<file path="config.mk">
export PLATFORM = sky130hd
export DESIGN_NAME = simon_seq_engine_flat
export DESIGN_NICKNAME = d
export VERILOG_FILES = /design/src/rtl/simon_pkg.sv /design/src/rtl/simon_seq_engine_if.sv /design/src/rtl/simon_ms_tick.sv /design/src/rtl/simon_seq_engine.sv /design/src/flat_wrapper.sv
export SDC_FILE = /design/constraint.sdc
export NUM_CORES = 1
export LEC_CHECK = 0
export BUFFER_PORTS_ARGS = -buffer_cell sky130_fd_sc_hd__buf_2
export CORE_MARGIN = 1.5
export CORE_UTILIZATION = 60
export DETAILED_ROUTE_END_ITERATION = 16
export PLACE_DENSITY = 0.79
export SLEW_MARGIN = 20
export SYNTH_ARGS = -nofsm -noshare
export SYNTH_HDL_FRONTEND = slang
export SYNTH_SLANG_ARGS = --single-unit
</file>
<file path="constraint.sdc">
create_clock -name CLK -period 4.7 [get_ports CLK]
set_input_delay 0.235 -clock CLK [delete_from_list [all_inputs] [get_ports CLK]]
set_output_delay 0.235 -clock CLK [all_outputs]
set_load 0.02 [all_outputs]
</file>
<file path="src/rtl/simon_pkg.sv">
// Shared Simon engine constants: FSM state codes, LFSR seed/taps, score ceiling, win blink period.
package simon_pkg;

  typedef enum logic [2:0] {
    ST_IDLE     = 3'd0,
    ST_ADD      = 3'd1,
    ST_PLAY_ON  = 3'd2,
    ST_PLAY_GAP = 3'd3,
    ST_WAIT_IN  = 3'd4,
    ST_WIN      = 3'd5,
    ST_LOSE     = 3'd6
  } state_e;

  localparam logic [15:0] LFSR_SEED     = 16'hACE1;
  // x^16 + x^14 + x^13 + x^11 + 1, maximal length
  localparam logic [15:0] LFSR_TAPS     = 16'hB400;
  localparam logic [9:0]  SCORE_MAX     = 10'd999;
  localparam int          WIN_TOGGLE_MS = 250;

  function automatic logic [15:0] lfsr_next(input logic [15:0] q);
    return {q[14:0], ^(q & LFSR_TAPS)};
  endfunction

endpackage

</file>
<file path="src/rtl/simon_seq_engine_if.sv">
// Pin bundle between the Simon engine and its board: timing base, start, buttons, lamps, tone, status.
interface simon_seq_engine_if #(parameter int N_CH = 4);

  logic [15:0]             TICKS_PER_MILLI;
  logic                    START;
  logic [N_CH-1:0]         BTN;
  logic [N_CH-1:0]         LED;
  logic [$clog2(N_CH)-1:0] TONE;
  logic                    SND_EN;
  logic [2:0]              STATE;
  logic [9:0]              SCORE;
  logic                    GAME_OVER;

  modport master (
    output TICKS_PER_MILLI, START, BTN,
    input  LED, TONE, SND_EN, STATE, SCORE, GAME_OVER
  );

  modport slave (
    input  TICKS_PER_MILLI, START, BTN,
    output LED, TONE, SND_EN, STATE, SCORE, GAME_OVER
  );

endinterface

</file>
<file path="src/rtl/simon_ms_tick.sv">
// Millisecond strobe: one-cycle pulse when the cycle counter reaches ticks_per_milli-1, then wraps.
// clr_i restarts the count so every FSM state begins on a clean millisecond boundary.
module simon_ms_tick (
  input  logic        clk,
  input  logic        rst_n,
  input  logic        clr_i,
  input  logic [15:0] ticks_per_milli_i,
  output logic        tick_o
);

  logic [15:0] cnt_q, cnt_d;

  assign tick_o = (cnt_q == ticks_per_milli_i - 16'd1);

  always_comb begin
    cnt_d = cnt_q + 16'd1;
    if (clr_i || tick_o) cnt_d = '0;
  end

  always_ff @(posedge clk or negedge rst_n) begin
    if (!rst_n) cnt_q <= '0;
    else        cnt_q <= cnt_d;
  end

endmodule

</file>
<file path="src/rtl/simon_seq_engine.sv">
// Simon game engine: grows an LFSR-drawn sequence, plays it back on LEDs/tone, checks presses, keeps score.
// Defining SIMON_TIMEOUT_EN adds a per-element input timeout that ends the game from WAIT_IN.
module simon_seq_engine
  import simon_pkg::*;
#(
  parameter int N_CH       = 4,
  parameter int MAX_LEN    = 32,
  parameter int ON_MS      = 400,
  parameter int GAP_MS     = 200,
  parameter int END_MS     = 1000,
  parameter int TIMEOUT_MS = 3000
) (
  input logic               CLK,
  input logic               RST,
  simon_seq_engine_if.slave bus
);

  localparam int              CW      = $clog2(N_CH);
  localparam int              AW      = $clog2(MAX_LEN);
  localparam int              LW      = $clog2(MAX_LEN + 1);
  localparam logic [N_CH-1:0] CH_ONE  = N_CH'(1);
  localparam logic [LW-1:0]   LEN_ONE = LW'(1);
  localparam logic [LW-1:0]   LEN_MAX = LW'(MAX_LEN);

  if (N_CH < 2 || N_CH > 8 || MAX_LEN < 2 || MAX_LEN > 256 || ON_MS < 1 ||
      GAP_MS < 1 || END_MS < 1 || TIMEOUT_MS < 1) begin : g_param_check
    $error("simon_seq_engine: parameter out of legal range");
  end

  state_e          state_q, state_d;
  logic            start_q;
  logic [N_CH-1:0] btn_q;
  logic [15:0]     lfsr_q, lfsr_d;
  logic [15:0]     ms_q, ms_d;
  logic [LW-1:0]   len_q, idx_q;
  logic [9:0]      score_q;
  logic            done_q;
  logic            win_led_q;
  logic [CW-1:0]   mem [MAX_LEN];

  logic            tick, timer_clr, win_wrap;
  logic            start_rise, press, multi, good, last, on_end, gap_end;
  logic [N_CH-1:0] rise;
  logic [CW-1:0]   press_ch, held_ch, play_ch, new_ch;
  logic            held_one;
  logic [N_CH-1:0] led;
  logic [CW-1:0]   tone;
  logic            snd;

  function automatic logic [CW-1:0] ch_index(input logic [N_CH-1:0] v);
    logic [CW-1:0] r;
    r = '0;
    for (int i = 0; i < N_CH; i++) begin
      if (v[i]) r = CW'(i);
    end
    return r;
  endfunction

  simon_ms_tick u_tick (
    .clk              (CLK),
    .rst_n            (RST),
    .clr_i            (timer_clr),
    .ticks_per_milli_i(bus.TICKS_PER_MILLI),
    .tick_o           (tick)
  );

  assign start_rise = bus.START & ~start_q;
  assign rise       = bus.BTN & ~btn_q;
  assign press      = |rise;
  // Two or more rising bits in one cycle can never match a single element.
  assign multi      = (rise & (rise - CH_ONE)) != '0;
  assign press_ch   = ch_index(rise);
  assign held_ch    = ch_index(bus.BTN);
  assign held_one   = (bus.BTN != '0) && ((bus.BTN & (bus.BTN - CH_ONE)) == '0);
  assign play_ch    = mem[idx_q[AW-1:0]];
  assign good       = press && !multi && (press_ch == play_ch);
  assign last       = (idx_q == len_q - LEN_ONE);
  assign on_end     = tick && (ms_q == 16'(ON_MS - 1));
  assign gap_end    = tick && (ms_q == 16'(GAP_MS - 1));
  assign win_wrap   = (state_q == ST_WIN) && tick && (ms_q == 16'(WIN_TOGGLE_MS - 1));
  assign new_ch     = CW'(lfsr_q % 16'(N_CH));
  assign lfsr_d     = lfsr_next(lfsr_q);
  assign timer_clr  = (state_d != state_q) || ((state_q == ST_WAIT_IN) && press);

  always_ff @(posedge CLK or negedge RST) begin
    if (!RST) state_q <= ST_IDLE;
    else      state_q <= state_d;
  end

  always_comb begin
    state_d = state_q;
    case (state_q)
      ST_IDLE, ST_WIN, ST_LOSE: if (start_rise) state_d = ST_ADD;
      ST_ADD:                   state_d = ST_PLAY_ON;
      ST_PLAY_ON:               if (on_end) state_d = ST_PLAY_GAP;
      ST_PLAY_GAP: begin
        if (gap_end) state_d = ((idx_q + LEN_ONE) < len_q) ? ST_PLAY_ON : ST_WAIT_IN;
      end
      ST_WAIT_IN: begin
        if (done_q) begin
          if (bus.BTN == '0) state_d = (len_q < LEN_MAX) ? ST_ADD : ST_WIN;
        end else if (press) begin
          if (!good) state_d = ST_LOSE;
        end
`ifdef SIMON_TIMEOUT_EN
        else if (tick && (ms_q == 16'(TIMEOUT_MS - 1))) begin
          state_d = ST_LOSE;
        end
`endif
      end
      default: state_d = ST_IDLE;
    endcase
  end

  always_comb begin
    led  = '0;
    tone = '0;
    snd  = 1'b0;
    case (state_q)
      ST_PLAY_ON: begin
        led  = CH_ONE << play_ch;
        tone = play_ch;
        snd  = 1'b1;
      end
      ST_WAIT_IN: begin
        led = bus.BTN;
        if (held_one) begin
          tone = held_ch;
          snd  = 1'b1;
        end
      end
      ST_WIN:  led = {N_CH{win_led_q}};
      ST_LOSE: led = (ms_q < 16'(END_MS)) ? {N_CH{1'b1}} : '0;
      default: ;
    endcase
  end

  assign bus.LED       = led;
  assign bus.TONE      = tone;
  assign bus.SND_EN    = snd;
  assign bus.STATE     = state_q;
  assign bus.SCORE     = score_q;
  assign bus.GAME_OVER = (state_q == ST_WIN) || (state_q == ST_LOSE);

  // Saturates so the long LOSE indication needs no separate done flag.
  always_comb begin
    ms_d = ms_q;
    if (timer_clr || win_wrap)      ms_d = '0;
    else if (tick && ms_q != '1)    ms_d = ms_q + 16'd1;
  end

  always_ff @(posedge CLK or negedge RST) begin
    if (!RST) begin
      start_q   <= 1'b0;
      btn_q     <= '0;
      lfsr_q    <= LFSR_SEED;
      ms_q      <= '0;
      win_led_q <= 1'b0;
    end else begin
      start_q <= bus.START;
      btn_q   <= bus.BTN;
      lfsr_q  <= lfsr_d;
      ms_q    <= ms_d;
      if (state_d == ST_WIN && state_q != ST_WIN) win_led_q <= 1'b1;
      else if (win_wrap)                          win_led_q <= ~win_led_q;
    end
  end

  always_ff @(posedge CLK or negedge RST) begin
    if (!RST) begin
      len_q   <= '0;
      idx_q   <= '0;
      score_q <= '0;
      done_q  <= 1'b0;
    end else begin
      case (state_q)
        ST_IDLE, ST_WIN, ST_LOSE: begin
          if (start_rise) begin
            len_q   <= '0;
            idx_q   <= '0;
            score_q <= '0;
            done_q  <= 1'b0;
          end
        end
        ST_ADD: begin
          len_q  <= len_q + LEN_ONE;
          idx_q  <= '0;
          done_q <= 1'b0;
        end
        ST_PLAY_GAP: begin
          if (gap_end) idx_q <= ((idx_q + LEN_ONE) < len_q) ? idx_q + LEN_ONE : '0;
        end
        ST_WAIT_IN: begin
          if (!done_q && good) begin
            idx_q <= idx_q + LEN_ONE;
            if (last) begin
              done_q <= 1'b1;
              if (score_q < SCORE_MAX) score_q <= score_q + 10'd1;
            end
          end
        end
        default: ;
      endcase
    end
  end

  // Sequence memory holds no reset: a new game always rewrites before reading.
  always_ff @(posedge CLK) begin
    if (state_q == ST_ADD) mem[len_q[AW-1:0]] <= new_ch;
  end

endmodule
</file>
<file path="src/flat_wrapper.sv">
// flat-port wrapper written by rule: the top's interface ports become plain ports
module simon_seq_engine_flat import simon_pkg::*;
#(
  parameter int N_CH       = 4,
  parameter int MAX_LEN    = 32,
  parameter int ON_MS      = 400,
  parameter int GAP_MS     = 200,
  parameter int END_MS     = 1000,
  parameter int TIMEOUT_MS = 3000
)
  (CLK, RST, bus_TICKS_PER_MILLI, bus_START, bus_BTN, bus_LED, bus_TONE, bus_SND_EN, bus_STATE, bus_SCORE, bus_GAME_OVER);
  simon_seq_engine_if #(.N_CH(N_CH)) bus_i ();
  input logic CLK;
  input logic RST;
  input wire logic [$bits(bus_i.TICKS_PER_MILLI)-1:0] bus_TICKS_PER_MILLI;
  input wire logic [$bits(bus_i.START)-1:0] bus_START;
  input wire logic [$bits(bus_i.BTN)-1:0] bus_BTN;
  output wire logic [$bits(bus_i.LED)-1:0] bus_LED;
  output wire logic [$bits(bus_i.TONE)-1:0] bus_TONE;
  output wire logic [$bits(bus_i.SND_EN)-1:0] bus_SND_EN;
  output wire logic [$bits(bus_i.STATE)-1:0] bus_STATE;
  output wire logic [$bits(bus_i.SCORE)-1:0] bus_SCORE;
  output wire logic [$bits(bus_i.GAME_OVER)-1:0] bus_GAME_OVER;
  assign bus_i.TICKS_PER_MILLI = bus_TICKS_PER_MILLI;
  assign bus_i.START = bus_START;
  assign bus_i.BTN = bus_BTN;
  assign bus_LED = bus_i.LED;
  assign bus_TONE = bus_i.TONE;
  assign bus_SND_EN = bus_i.SND_EN;
  assign bus_STATE = bus_i.STATE;
  assign bus_SCORE = bus_i.SCORE;
  assign bus_GAME_OVER = bus_i.GAME_OVER;
  simon_seq_engine #(.N_CH(N_CH), .MAX_LEN(MAX_LEN), .ON_MS(ON_MS), .GAP_MS(GAP_MS), .END_MS(END_MS), .TIMEOUT_MS(TIMEOUT_MS)) u_core (.CLK(CLK), .RST(RST), .bus(bus_i));
endmodule
</file>
==> results.toml <==
[worst_setup_path]
start_kind = "flop"
cp_top_family = "multiplexers"
cpPeakStageDelay_ns = 0.56
worstSetupEndpoint = "u_core.idx_q[0]$_DFFE_PN0P_"
end_kind = "flop"
crit_start = "u_core.idx_q[0]$_DFFE_PN0P_"
reg2reg_depth = 9
path_max_fanout = 29
r2r-end = "u_core.idx_q[0]$_DFFE_PN0P_"
rr_startpoint = "u_core.idx_q[0]$_DFFE_PN0P_"
crit_slowest_cell = "mux4_2"
worst-path-buf-inv = 1
crit_chain = "buf_4 > mux4_2 > mux4_2 > nand2_1 > nand2_1 > xor2_1 > o31a_1 > nor3_4 > mux2_1"
timing_worst_setup_path_type = "flop to flop"
cp.required_ns = 5.01
r2r_slack_ns = 1.20
cp.arrival_ns = 3.81
worstSetupPathDepth = 9

[timing]
fmax_mhz = 286
slew_headroom_pct = 36.2
hold_viol = 0
rsz0062_at_grt = "false"
setup_viol = 0
post-route-period-util_pct = 74.5
holdWs_ns = 0.0130
period_needed_ns = 3.50
fin_setup_tns_ns = 0
tightest_slew_ns = 0.958
finClkSkew_ns = 0.0135
slew_violations = 0

[synth]
syn_inst = 736
yosys.area.top_type_share_pct = 24.9
syn_nets = 776
ys_top_cells_by_area = "edfxtp_1, dfrtp_1, nor2_1"
ys_types = 68
synth_top_cell_by_area = "edfxtp_1"
ys_seq_area_share_pct = 50.9
ys.flop_type = "dfrtp_1"
yosys_warnings = 0
ys_seq_elements = 144
synth-edff-count = 64
synthArstFlopShare_pct = 55.6
synth.cell_area_mm2 = 0.00773
syn_avg_cell_area_um2 = 10.5

[floorplan]
ioPinCount = 44
core_area_mm2 = 0.0126
die_area_mm2 = 0.0136
die_x_um = 117
start_util_pct = 61.3
dieHeight_um = 117
core.rowCount = 41

[power_and_ir_drop]
power.share.clock_pct = 34.8
ir_worst_vdd_v = 0.000344
p_per_area_mw_per_mm2 = 420
switching_share_pct = 31.8
switchingPower_mw = 1.15
leakage_nw = 3.41
power.internal_mw = 2.47
power_frac_comb_pct = 23.4
seqPwrFrac_pct = 41.8

[clocking]
clk_pin_slew_ns = 0.06
cts_made_buffers = 17
htreeDepth = 4
cts_root_buf = "clkbuf_16"
cts.sinks = 144
cts_tree = "yes"
cts.path.max_buffers = 2
clock_latency_ns = 0.42

[grt]
grt_pass1_wl_um = 26700
antenna_found_initial = 0
grt_pass1_vias = 5554
grt-ovfl-total = 0
grt_max_degree = 81
grt_usage_pct = 25.8

[routing]
drtPass1Iterations = 7
drc = 0
vias = 5822
avgViaCountPerCell = 6.08
routedWlPerCell_um = 17.3
drt-total-wl_um = 16600
drtIter0Drc = 571
postRouteAntennaNets = 0

[job]
maxCapViolCount = 0

[layout]
area_growth_pct = 11.7
layout-drive-gt1-share_pct = 14.1
n_antenna_cell = 0
final_common_cell = "nor2_1"
final_cell_mix = "nor2_1, dfrtp_1, edfxtp_1"
nets = 812

[place]
detailed_place_hpwl_um = 11500
io_buffers = 43
gp_congestion = 0.867

[run_status]
status = "completed"

[worst_hold_path]
hold_path_class = "primary input to flop"
[per-layer routing]
layer  wire length [um]  track usage (%)  up-vias
met5                  0                0        -
met4                287             8.92        0
met3                997             6.75       37
met2               8230             43.1      219
met1               7060             32.9     2805
li1                   -                -     2761
[logic make-up after synthesis]
group	after synthesis	synth area share (%)
muxes	36	6.36
xor gates and xnor gates	57	6.63
buffers and inverters	60	3.14
AOI/OAI and AO/OA	134	11.6
adders and majority gates	17	2.75
DFF	144	50.9
and+or+nand+nor	288	18.7
[flip-flops by register name (all words and copies together) (netlist names)]
name and cells:
u_core.idx_q 6, u_core.lfsr_q 16, u_core.start_q 1, u_core.win_led_q 1, u_core.u_tick.cnt_q 16, u_core.mem 64
u_core.done_q 1, u_core.ms_q 16, u_core.btn_q 4, u_core.bus.STATE 3, u_core.len_q 6, u_core.bus.SCORE 10
[timing repair]
item,4_1_cts,5_1_grt
hold buffers,1,1
setup buffers,0,0
gates resized for setup,0,0
hold endpoints to repair,1,72
[power by group through the flow]
stage | Sequential [mW] | Clock [mW] | Combinational, mW
final | 1.51 | 1.26 | 0.849
after global routing | 1.53 | 1.34 | 0.934
after CTS | 1.51 | 1.28 | 0.843
after detailed placement | 1.53 | 0 | 0.828
after global placement | 1.53 | 0 | 0.806
after floorplan | 1.48 | 0 | 0.661
[synthesized netlist by cell type, drive strengths merged, types with 3 or more instances]
cell,number
clkbuf,24
a21oi,28
edfxtp,64
xor2,27
nor4,11
a211oi,8
xnor2,29
or4,8
nand2b,16
a2111oi,6
dfstp,8
nor3,18
mux2,5
or3,8
a31oi,7
o31ai,10
nand3,31
nor2,92
nor2b,12
a22oi,8
o21a,7
ha,17
nand4,15
or2,3
dfrtp,72
mux4,10
and2,3
buf,7
o21ai,31
o41ai,3
a31o,3
inv,29
mux2i,21
and3,9
nand2,55
[metrics by stage]
stage,instance area [um^2],power [mW],utilization (%),instances,worst slack [ns]
2_1_floorplan,7730,2.14,-,736,1.42
3_3_place_gp,8060,2.34,63.8,923,1.33
3_5_place_dp,8060,2.36,63.8,923,1.24
4_1_cts,8620,3.64,68.3,956,1.23
5_1_grt,8640,3.80,68.4,957,1.04
6_report,8640,3.63,68.4,957,1.20
[layout make-up]
class / instances / area (um^2)
fill: 920 / 3980
sequential: 144 / 3930
multi-input combinational: 532 / 3560
clock buffer: 20 / 447
timing repair buffer: 48 / 264
tap: 172 / 215
clock inverter: 12 / 110
inverter: 29 / 109
[worst min-delay path by stage]
stage	endpoint	slack (ns)	cells after the start	start
after global routing	u_core.btn_q[2]$_DFF_PN0_	0.004	1	bus_BTN[2]
after detailed placement	u_core.lfsr_q[10]$_DFF_PN1_	0.34	0	u_core.lfsr_q[9]$_DFF_PN0_
after global placement	u_core.lfsr_q[10]$_DFF_PN1_	0.34	0	u_core.lfsr_q[9]$_DFF_PN0_
final	u_core.btn_q[2]$_DFF_PN0_	0.01	1	bus_BTN[2]
after CTS	u_core.btn_q[2]$_DFF_PN0_	0.004	1	bus_BTN[2]
after floorplan	u_core.btn_q[0]$_DFF_PN0_	-0.06	0	RST
Note: power is estimated with default switching activity, not from simulation.
